### config.mk
export PLATFORM = sky130hd
export DESIGN_NAME = video_timing_frame
export DESIGN_NICKNAME = d
export VERILOG_FILES = /design/src/rtl/video_timing_pkg.sv /design/src/rtl/video_timing_frame.sv /design/src/rtl/sync_axis_gen.sv
export SDC_FILE = /design/constraint.sdc
export NUM_CORES = 1
export LEC_CHECK = 0
export BUFFER_PORTS_ARGS = -buffer_cell sky130_fd_sc_hd__buf_2
export CAP_MARGIN = 0
export CORE_MARGIN = 2
export CORE_UTILIZATION = 49
export CTS_CLUSTER_SIZE = 25
export DETAILED_ROUTE_END_ITERATION = 8
export PLACE_DENSITY = 0.76
export SLEW_MARGIN = 20
export SYNTH_ARGS = -nofsm -noshare
export SYNTH_HDL_FRONTEND = slang
export SYNTH_SLANG_ARGS = --single-unit
### constraint.sdc
create_clock -name clk -period 2.25 [get_ports clk]
set_input_delay 0.45 -clock clk [delete_from_list [all_inputs] [get_ports clk]]
set_output_delay 0.45 -clock clk [all_outputs]
set_load 0.01 [all_outputs]
### src/rtl/video_timing_pkg.sv
// Video timing constants for 800x600@60 and shared helpers for the sync axis generators.
package video_timing_pkg;

  // Horizontal axis (pixel clocks)
  localparam int H_ACTIVE   = 800;
  localparam int H_FRONT    = 40;
  localparam int H_SYNC     = 128;
  localparam int H_BACK     = 88;
  localparam int H_SYNC_POL = 1;
  localparam int H_WIDTH    = 11;

  // Vertical axis (lines)
  localparam int V_ACTIVE   = 600;
  localparam int V_FRONT    = 1;
  localparam int V_SYNC     = 4;
  localparam int V_BACK     = 23;
  localparam int V_SYNC_POL = 1;
  localparam int V_WIDTH    = 10;

  // Period length of one axis.
  function automatic int axis_total(input int active, input int front,
                                    input int sync_len, input int back);
    return active + front + sync_len + back;
  endfunction

  localparam int H_TOTAL = axis_total(H_ACTIVE, H_FRONT, H_SYNC, H_BACK);  // 1056
  localparam int V_TOTAL = axis_total(V_ACTIVE, V_FRONT, V_SYNC, V_BACK);  // 628

endpackage

### src/rtl/video_timing_frame.sv
// Frame-level timing: horizontal axis counts every clock, vertical axis steps on horizontal wrap.
module video_timing_frame
  import video_timing_pkg::*;
(
  input  logic               clk,
  input  logic               rst,
  input  logic [H_WIDTH-1:0] h_match_val,
  input  logic [V_WIDTH-1:0] v_match_val,
  output logic [H_WIDTH-1:0] h_q,
  output logic [V_WIDTH-1:0] v_q,
  output logic               hsync,
  output logic               vsync,
  output logic               blank_n,
  output logic               h_wrap,
  output logic               v_wrap,
  output logic               h_match,
  output logic               v_match
);

  logic h_blank_n;
  logic v_blank_n;

  sync_axis_gen #(
    .WIDTH    (H_WIDTH),
    .ACTIVE   (H_ACTIVE),
    .FRONT    (H_FRONT),
    .SYNC     (H_SYNC),
    .BACK     (H_BACK),
    .SYNC_POL (H_SYNC_POL)
  ) u_h_axis (
    .clk       (clk),
    .rst       (rst),
    .ce        (1'b1),
    .match_val (h_match_val),
    .q         (h_q),
    .sync      (hsync),
    .blank_n   (h_blank_n),
    .wrap      (h_wrap),
    .match     (h_match)
  );

  sync_axis_gen #(
    .WIDTH    (V_WIDTH),
    .ACTIVE   (V_ACTIVE),
    .FRONT    (V_FRONT),
    .SYNC     (V_SYNC),
    .BACK     (V_BACK),
    .SYNC_POL (V_SYNC_POL)
  ) u_v_axis (
    .clk       (clk),
    .rst       (rst),
    .ce        (h_wrap),
    .match_val (v_match_val),
    .q         (v_q),
    .sync      (vsync),
    .blank_n   (v_blank_n),
    .wrap      (v_wrap),
    .match     (v_match)
  );

  // Visible only when both axes are inside their active regions.
  assign blank_n = h_blank_n & v_blank_n;

endmodule

### src/rtl/sync_axis_gen.sv
// One timing axis: position counter with registered blank, sync, wrap and match flags.
// All flags are computed from the next counter value so they line up with q in the same cycle.
module sync_axis_gen
  import video_timing_pkg::*;
#(
  parameter int WIDTH    = V_WIDTH,
  parameter int ACTIVE   = V_ACTIVE,
  parameter int FRONT    = V_FRONT,
  parameter int SYNC     = V_SYNC,
  parameter int BACK     = V_BACK,
  parameter int SYNC_POL = V_SYNC_POL
) (
  input  logic             clk,
  input  logic             rst,
  input  logic             ce,
  input  logic [WIDTH-1:0] match_val,
  output logic [WIDTH-1:0] q,
  output logic             sync,
  output logic             blank_n,
  output logic             wrap,
  output logic             match
);

  localparam int               TOTAL      = axis_total(ACTIVE, FRONT, SYNC, BACK);
  localparam int               SYNC_START = ACTIVE + FRONT;
  localparam int               SYNC_STOP  = ACTIVE + FRONT + SYNC;
  localparam logic             SYNC_ON    = (SYNC_POL != 0);
  localparam logic [WIDTH-1:0] LAST       = WIDTH'(TOTAL - 1);

  // Reject parameter sets that cannot be represented or have no sync pulse.
  generate
    if (SYNC < 1) begin : g_bad_sync_len
      $error("sync_axis_gen: SYNC must be at least 1");
    end
    if ((longint'(TOTAL) - 1) > ((longint'(1) << WIDTH) - 1)) begin : g_bad_width
      $error("sync_axis_gen: TOTAL-1 does not fit in WIDTH bits");
    end
  endgenerate

  logic [WIDTH-1:0] q_reg;
  logic [WIDTH-1:0] q_next;
  logic [31:0]      q_next_w;
  logic             sync_reg;
  logic             blank_n_reg;
  logic             wrap_reg;
  logic             match_reg;

  // Next position, wrapping from TOTAL-1 back to 0.
  always_comb begin
    q_next = q_reg + 1'b1;
    if (q_reg == LAST) begin
      q_next = '0;
    end
    q_next_w = 32'(q_next);
  end

  // Counter and flag registers. wrap is a look-ahead: it is high while q sits at
  // TOTAL-1, so a cascaded axis using it as ce steps on the same edge this axis
  // returns to 0. match only fires on a ce-driven update, never on a held q or
  // on a match_val change alone.
  always_ff @(posedge clk) begin
    if (rst) begin
      q_reg       <= '0;
      blank_n_reg <= 1'b1;
      sync_reg    <= ~SYNC_ON;
      wrap_reg    <= 1'b0;
      match_reg   <= 1'b0;
    end else if (ce) begin
      q_reg       <= q_next;
      blank_n_reg <= (q_next_w < 32'(ACTIVE));
      sync_reg    <= ((q_next_w >= 32'(SYNC_START)) && (q_next_w < 32'(SYNC_STOP)))
                     ? SYNC_ON : ~SYNC_ON;
      wrap_reg    <= (q_next == LAST);
      match_reg   <= (q_next == match_val) && (32'(match_val) < 32'(TOTAL));
    end else begin
      wrap_reg    <= 1'b0;
      match_reg   <= 1'b0;
    end
  end

  assign q       = q_reg;
  assign sync    = sync_reg;
  assign blank_n = blank_n_reg;
  assign wrap    = wrap_reg;
  assign match   = match_reg;

endmodule

==> summary.md, run 1 <==
| Metric | Value |
|---|---|
| Run status | `complete, no violations` |
| First-pass GRT wire length | `approximately 9.7 mm` |
| Post-synthesis cell count | `278` |
| Pin count of the biggest net entering global routing | `17` |
| Switching Share | `25.15%` |
| Initial DRC count | `around 230` |
| Via count | `2,297` |
| Register area share after synthesis | `25.89%` |
| I/O Buffers | `50` |
| Setup-failing EPs final | `0` |
| Clock root buffer | `clkbuf_8` |
| H-Tree Depth | `2` |
| Slew @ Worst Pin | `0.4454 ns` |
| Max reg flops | `11` |
| Pwr per Cell Area | `413.7 mW/mm^2` |
| CTS tree | `built` |
| GP Congestion | `between 0.9 and 1` |
| Syn_nets | `a little over 300` |
| Die footprint | `0.005133 sq mm` |
| Max Transition Viols Final | `0` |
| Routed wire length | `approximately 6 mm` |
| Slowest cell on crit path | `or3b_1` |
| Hold Vio Cnt, Final | `0` |
| Vias in the first global route | `2,049` |
| Rel. slew slack | `70.23%` |
| Post-cts repair resize count | `0` |
| HP Class | `primary input to register` |
| Post-synth EDFFs | `0` |
| Peak VDD IR | `0.0001939 V` |
| Avg Cell Area, Syn | `8.065 sq um` |
| Crit path largest cell delay | `0.41 ns` |
| RSZ-0062 raised after global routing | `no` |
| Period utilisation layout | `96.09%` |
| Top FF cell, synth | `dfxtp_1` |
| Initial Util | `51.14%` |
| Period minus WS final | `between 2 and 2.5 ns` |
| Crit Path Class | `register to register` |
| Initial antenna violation count | `0` |
| Crit path capture type | `register` |
| Core area | `0.004384 sq mm` |
| Psw | `0.2908 mW` |
| Pleak | `1.143 nW` |
| Clock transition at the registers of the reported paths | `0.07 ns` |
| Comb power frac | `12.8%` |
| Diode count | `0` |
| WP data arrival | `around 2.4 ns` |
| Die width | `71.65 microns` |
| Area grow syn2layout | `24.67%` |
| DR DRC count | `0` |
| Synthesis Warnings | `0` |
| Drt wl/cell | `15.34 microns` |
| Grt total ovfl | `0` |
| Clock Sinks | `29` |
| Fillers | `398` |
| CTS Buf Count | `5` |
| Max capacitance violation total | `0` |
| Pre-antenna DRT Iters | `4` |
| FF+latch area | `586.8 sq um` |
| Clock share of power | `41.3%` |
| DP Worst Slack | `roughly 0.047 ns` |
| Worst EP required | `2.45 ns` |
| Worst Setup Slack, final | `about 0.088 ns` |
| CP max FO | `8` |
| Synthesized area | `between 0.002 and 0.0025 sq mm` |
| I/O pin cnt | `a little over 50` |
| Die H | `71.65 microns` |
| Post-synth ARST share | `0%` |
| Post-DP HPWL | `4.542 mm` |
| Synth cell types | `64` |
| Final TNS setup | `0 ns` |
| Crit path launch type | `register` |
| Fmax | `0.4625 GHz` |
| Share of layout cells above drive strength 1 | `30.00%` |
| Via/cell ratio | `~5.9` |
| Worst-path cell chain | `buf_4 > nand4_4 > nor4_4 > xnor2_1 > or3b_1 > nand4bb_1 > nor3_2` |
| P_int | `a little under 0.9 mW` |
| Hold-fix buffers, CTS | `0` |
| Sequential Power Share | `~46%` |
| Worst skew pair latency | `~0.28 ns` |
| Post-route ant nets | `0` |
| GRT Resource Usage Total | `a little under a quarter` |
| Placement Rows | `24` |
| Post-CTS setup buffers | `0` |
| Worst clock skew | `around 0.0054 ns` |
| Clock Tree Buf Depth | `2` |
| Count of nets after finishing | `368` |
| Area of the multi-input gates | `0.001574 sq mm` |
| Synthesized flop and latch total | `29` |
[worst max-delay path: cells and delay by family, from the launching register on]
family | cells | cell delay, ns
XOR/XNOR | 1 | 0.12
buffers and inverters | 1 | 0.19
AND/OR/NAND/NOR | 5 | 1.41
flip-flops | 1 | 0.37
[metrics by stage]
stage | total power [mW] | utilization [%] | instances | cell area (sq um) | hold WS [ns]
after detailed placement | 0.6825 | 59.93 | 384 | 2628 | 0.4669
after global placement | 0.6790 | 59.93 | 384 | 2628 | 0.4617
final | 1.156 | 63.76 | 392 | 2795 | 0.4707
after CTS | 1.164 | 62.24 | 392 | 2729 | 0.4639
after floorplan | 0.6166 | - | 278 | 2242 | 0.4970
after global routing | 1.200 | 63.76 | 392 | 2795 | 0.4867
[routing by layer]
layer	vias to the layer above	track usage [%]	wire, microns
met3	8	4.079	373
met5	-	0	0
met1	1085	31.26	2673
met4	0	8.595	80
met2	88	38.37	2884
li1	1116	-	-
[cell usage after synthesis, types with 2 or more instances]
master | number | area [sq um]
a2111oi_0 | 4 | 35.03
a211o_1 | 2 | 17.52
a21oi_1 | 11 | 55.05
a31oi_1 | 2 | 12.51
and2_1 | 3 | 18.77
and3_1 | 2 | 12.51
and4b_1 | 2 | 20.02
buf_2 | 6 | 30.03
buf_4 | 4 | 30.03
clkbuf_1 | 7 | 26.28
dfxtp_1 | 29 | 580.6
ha_1 | 6 | 75.07
inv_1 | 11 | 41.29
mux2i_1 | 5 | 50.05
nand2_1 | 13 | 48.80
nand2b_1 | 8 | 50.05
nand3_1 | 11 | 55.05
nand3b_1 | 2 | 15.01
nand4_1 | 6 | 37.54
nor2_1 | 38 | 142.6
nor2b_1 | 4 | 25.02
nor3_1 | 13 | 65.06
nor3b_1 | 4 | 30.03
nor4_1 | 2 | 12.51
nor4b_2 | 2 | 30.03
o2111ai_1 | 3 | 26.28
o21a_1 | 2 | 15.01
o21ai_0 | 6 | 30.03
o22ai_1 | 2 | 12.51
o311a_1 | 2 | 20.02
or2_1 | 2 | 12.51
or3_1 | 4 | 25.02
xnor2_1 | 22 | 192.7
xor2_1 | 8 | 70.07
[cells by family (layout without fill, tap and decap cells)]
kind of cell             Yosys count  after routing  synth area share (%)
flip-flops                        29             29                 25.89
AND/OR/NAND/NOR                  129            129                 34.43
buffers and inverters             31             93                 6.585
AO/OA/AOI/OAI                     48             48                 15.79
adder cells (fa/ha/maj)            6              6                 3.348
multiplexers                       5              5                 2.232
XOR/XNOR                          30             30                 11.72
[final timing paths]
kind	from	to	slack (ns)	cells past startpoint
setup / recovery	u_v_axis.q[1]	u_v_axis.wrap	0.09	7
hold / removal	v_match_val[9]	u_v_axis.match	0.47	3
hold reg to reg	u_v_axis.sync	u_v_axis.sync	0.48	2
setup reg to reg	u_v_axis.q[1]	u_v_axis.wrap	0.09	7
[power by group through the flow]
stage	Combinational, mW	Clock [mW]	Sequential (mW)
2_1_floorplan	0.0768	0	0.540
3_3_place_gp	0.138	0	0.541
3_5_place_dp	0.142	0	0.541
4_1_cts	0.143	0.492	0.529
5_1_grt	0.160	0.508	0.532
6_report	0.148	0.478	0.530
[final cells by class]
type	instances	share of cell area (%)
clock buffer	7	3.447
multi-input combinational	218	56.31
sequential	29	20.99
timing repair buffer	73	15.13
tap	52	2.328
clock inverter	1	0.1791
inverter	12	1.611
[layout by cell type, fill, tap and decap left out, types with 2 or more instances in the layout]
cell type and count:
buf_2 50, nor2_1 38, dfxtp_1 24, buf_4 23
xnor2_1 22, nand2_1 13, nor3_1 13, inv_1 11
nand3_1 11, a21oi_1 11, nand2b_1 8, xor2_1 8
clkbuf_8 7, nand4_1 6, o21ai_0 6, mux2i_1 5
dfxtp_2 5, or3_1 4, nor2b_1 4, nor3b_1 4
ha_1 4, and2_1 3, o2111ai_1 3, or2_1 2
nor4_4 2, and3_1 2, a31oi_1 2, o311a_1 2
nand3b_1 2, a211o_1 2, a2111oi_2 2, o21a_1 2
a2111oi_1 2, nor4b_2 2, and4b_1 2, nor4_1 2
o22ai_1 2
(Power assumes the default switching activity.)
==> run 2: changes to the inputs <==
Settings changed: CAP_MARGIN 0 to default, CTS_BUF_LIST from default to sky130_fd_sc_hd__clkbuf_16.
==> run 2 against run 1 <==
  * Via count increased by 1.2%
  * Die area is the same
  * Worst hold slack gained 0.0032 ns
  * Total power increased by 12%
  * Maximum frequency rose by 2.3%
  * Sequential share of layout area is 0.27 points lower
  * Utilization up 0.83 points
  * Final area rose by 1.3%
  * Combinational power hardly changed
  * Largest cell class unchanged
==> summary.md, run 2 (synthesized netlist as in run 1, its figures left out) <==
| Metric | Value |
|---|---|
| Slowest cell on crit path | `or3b_1 (unchanged)` |
| Most frequent cells in the layout | `buf_2, nor2_1, dfxtp_1, buf_4, xnor2_1 (unchanged)` |
| Routed wire length | `5.984 mm (was 6.012 mm)` |
| WHS Path Cells | `2 (was 3)` |
| RSZ-0062 raised after global routing | `no (unchanged)` |
| Initial antenna violation count | `0 (unchanged)` |
| Post-route ant nets | `0 (unchanged)` |
| Met1 WL | `2.668 mm (was 2.673 mm)` |
| Worst skew pair latency | `0.27 ns (was 0.28 ns)` |
| Peak VDD IR | `0.0002612 V (was 0.0001939 V)` |
| Commonest non-fill, non-tap cell in the layout | `buf_2 (unchanged)` |
| Non-Filler Instances | `392 (unchanged)` |
| Area of the multi-input gates | `0.001574 sq mm (unchanged)` |
| Period utilisation layout | `93.94% (was 96.09%)` |
| Crit path depth | `7 (unchanged)` |
| Pwr per Cell Area | `458.5 mW/mm^2 (was 413.7 mW/mm^2)` |
| Initial DRC count | `232 (was 227)` |
| Met2 WL | `2.853 mm (was 2.884 mm)` |
| Clock Tree Buf Depth | `2 (unchanged)` |
| Placement Rows | `24 (unchanged)` |
| Hold Vio Cnt, Final | `0 (unchanged)` |
| Clock Sinks | `29 (unchanged)` |
| Drt wl/cell | `15.27 microns (was 15.34 microns)` |
| Die width | `71.65 microns (unchanged)` |
| CTS Buf Count | `5 (unchanged)` |
| CTS tree | `built (unchanged)` |
| GRT Resource Usage Total | `23.45% (was 23.56%)` |
| Clock root buffer | `clkbuf_16 (was clkbuf_8)` |
| Area grow syn2layout | `26.28% (was 24.67%)` |
| First-pass GRT wire length | `9.729 mm (was 9.687 mm)` |
| WP data arrival | `2.30 ns (was 2.36 ns)` |
| Clock transition at the registers of the reported paths | `0.05 ns (was 0.07 ns)` |
| R2R cell count | `7 (unchanged)` |
| Fillers | `386 (was 398)` |
| Post-DP HPWL | `4.542 mm (unchanged)` |
| Crit path launch type | `register (unchanged)` |
| CP delay by family, top | `simple AND/OR/NAND/NOR gates (unchanged)` |
| Core area | `0.004384 sq mm (unchanged)` |
| Routed length on met3 | `363 microns (was 373 microns)` |
| Initial Util | `51.14% (unchanged)` |
| Worst clock skew | `0.007178 ns (was 0.005355 ns)` |
| I/O pin cnt | `51 (unchanged)` |
| Via/cell ratio | `5.931 (was 5.860)` |
| Die H | `71.65 microns (unchanged)` |
| Crit path capture type | `register (unchanged)` |
| Rel. slew slack | `69.86% (was 70.23%)` |
| Max capacitance violation total | `0 (unchanged)` |
| Count of nets after finishing | `368 (unchanged)` |
| Worst-path cell chain | `buf_4 > nand4_4 > nor4_4 > xnor2_1 > or3b_1 > nand4bb_1 > nor3_2 (unchanged)` |
| Crit Path Class | `register to register (unchanged)` |
| Share of layout cells above drive strength 1 | `29.41% (was 30.00%)` |
| Vias in the first global route | `2,068 (was 2,049)` |
| Reg-to-reg setup timing slack | `0.14 ns (was 0.09 ns)` |
| Slew @ Worst Pin | `0.4510 ns (was 0.4454 ns)` |
| GP Congestion | `0.9013 (unchanged)` |
| Pleak | `1.157 nW (was 1.143 nW)` |
| Fmax | `0.4731 GHz (was 0.4625 GHz)` |
| Crit path largest cell delay | `0.40 ns (was 0.41 ns)` |
| DR DRC count | `0 (unchanged)` |
| Max reg flops | `11 (unchanged)` |
| Grt total ovfl | `0 (unchanged)` |
| Placed cells | `384 (unchanged)` |
| Pre-antenna DRT Iters | `5 (was 4)` |
| Via count | `2,325 (was 2,297)` |
| Diode count | `0 (unchanged)` |
| HP Class | `register to register (was primary input to register)` |
| I/O Buffers | `50 (unchanged)` |
| Die footprint | `0.005133 sq mm (unchanged)` |
| Buf/Inv on CP | `1 (unchanged)` |
| Worst EP required | `2.44 ns (was 2.45 ns)` |
| H-Tree Depth | `2 (unchanged)` |
| Top sig layer | `met4 (unchanged)` |
| Final TNS setup | `0 ns (unchanged)` |
| Period minus WS final | `2.114 ns (was 2.162 ns)` |
| CP max FO | `8 (unchanged)` |
| Setup-failing EPs final | `0 (unchanged)` |
| FF+latch area | `586.8 sq um (unchanged)` |
| Max Transition Viols Final | `0 (unchanged)` |
| Run status | `complete, no violations (unchanged)` |
| Pin count of the biggest net entering global routing | `17 (unchanged)` |
run 2: cell count changes in the layout (fill, tap and decap cells not counted):
cell,change
clkinv_1,+2
clkbuf_8,-7
clkbuf_16,+5
run 2: cell type report:
| cell class | instances | area share, % |
|---|---|---|
| tap | 52 | 2.298 |
| multi-input combinational | 218 | 55.59 |
| timing repair buffer | 73 | 14.94 |
| clock inverter | 3 | 0.4419 |
| sequential | 29 | 20.72 |
| inverter | 12 | 1.591 |
| clock buffer | 5 | 4.419 |
run 2: what timing repair did:
action                                  4_1_cts  5_1_grt
buffers inserted                              0        0
resized for setup                             0       17
hold buffers                                  0        0
endpoints found under the setup margin        0        5
run 2: power breakdown:
part / internal, mW / total [mW] / leakage, nW / switching [mW]
clock network: 0.398 / 0.619 / 0.0687 / 0.220
logic: 0.0686 / 0.148 / 0.852 / 0.0793
registers: 0.522 / 0.532 / 0.236 / 0.00974
total: 0.989 / 1.30 / 1.16 / 0.309
run 2: per-stage QoR:
| stage | instance area (sq um) | setup WS (ns) | power [mW] | hold slack (ns) | utilization [%] |
|---|---|---|---|---|---|
| 2_1_floorplan | 2242 | 0.04309 | 0.6166 | 0.4970 | - |
| 3_3_place_gp | 2628 | 0.1659 | 0.6790 | 0.4617 | 59.93 |
| 3_5_place_dp | 2628 | 0.04700 | 0.6825 | 0.4669 | 59.93 |
| 4_1_cts | 2765 | 0.02075 | 1.301 | 0.4744 | 63.07 |
| 5_1_grt | 2831 | 0.01090 | 1.343 | 0.5039 | 64.58 |
| 6_report | 2831 | 0.1363 | 1.298 | 0.4740 | 64.58 |
run 2: final timing paths:
check	start	to
worst max-delay path	u_v_axis.q[1]	u_v_axis.wrap
worst min-delay path	u_v_axis.sync	u_v_axis.sync
worst max register to register	u_v_axis.q[1]	u_v_axis.wrap
worst min register to register	u_v_axis.sync	u_v_axis.sync
run 2: routing by layer:
| metal | global-route usage [%] | vias up |
|---|---|---|
| li1 | - | 1114 |
| met1 | 31.37 | 1088 |
| met2 | 38.58 | 110 |
| met3 | 4.079 | 13 |
| met4 | 7.128 | 0 |
| met5 | 0 | - |
run 2: worst register-to-register path, stage by stage, from the launching register on:
cell,delay (ns)
dfxtp_1,0.36
buf_4,0.18
nand4_4,0.16
nor4_4,0.26
xnor2_1,0.12
or3b_1,0.40
nand4bb_1,0.31
nor3_2,0.24
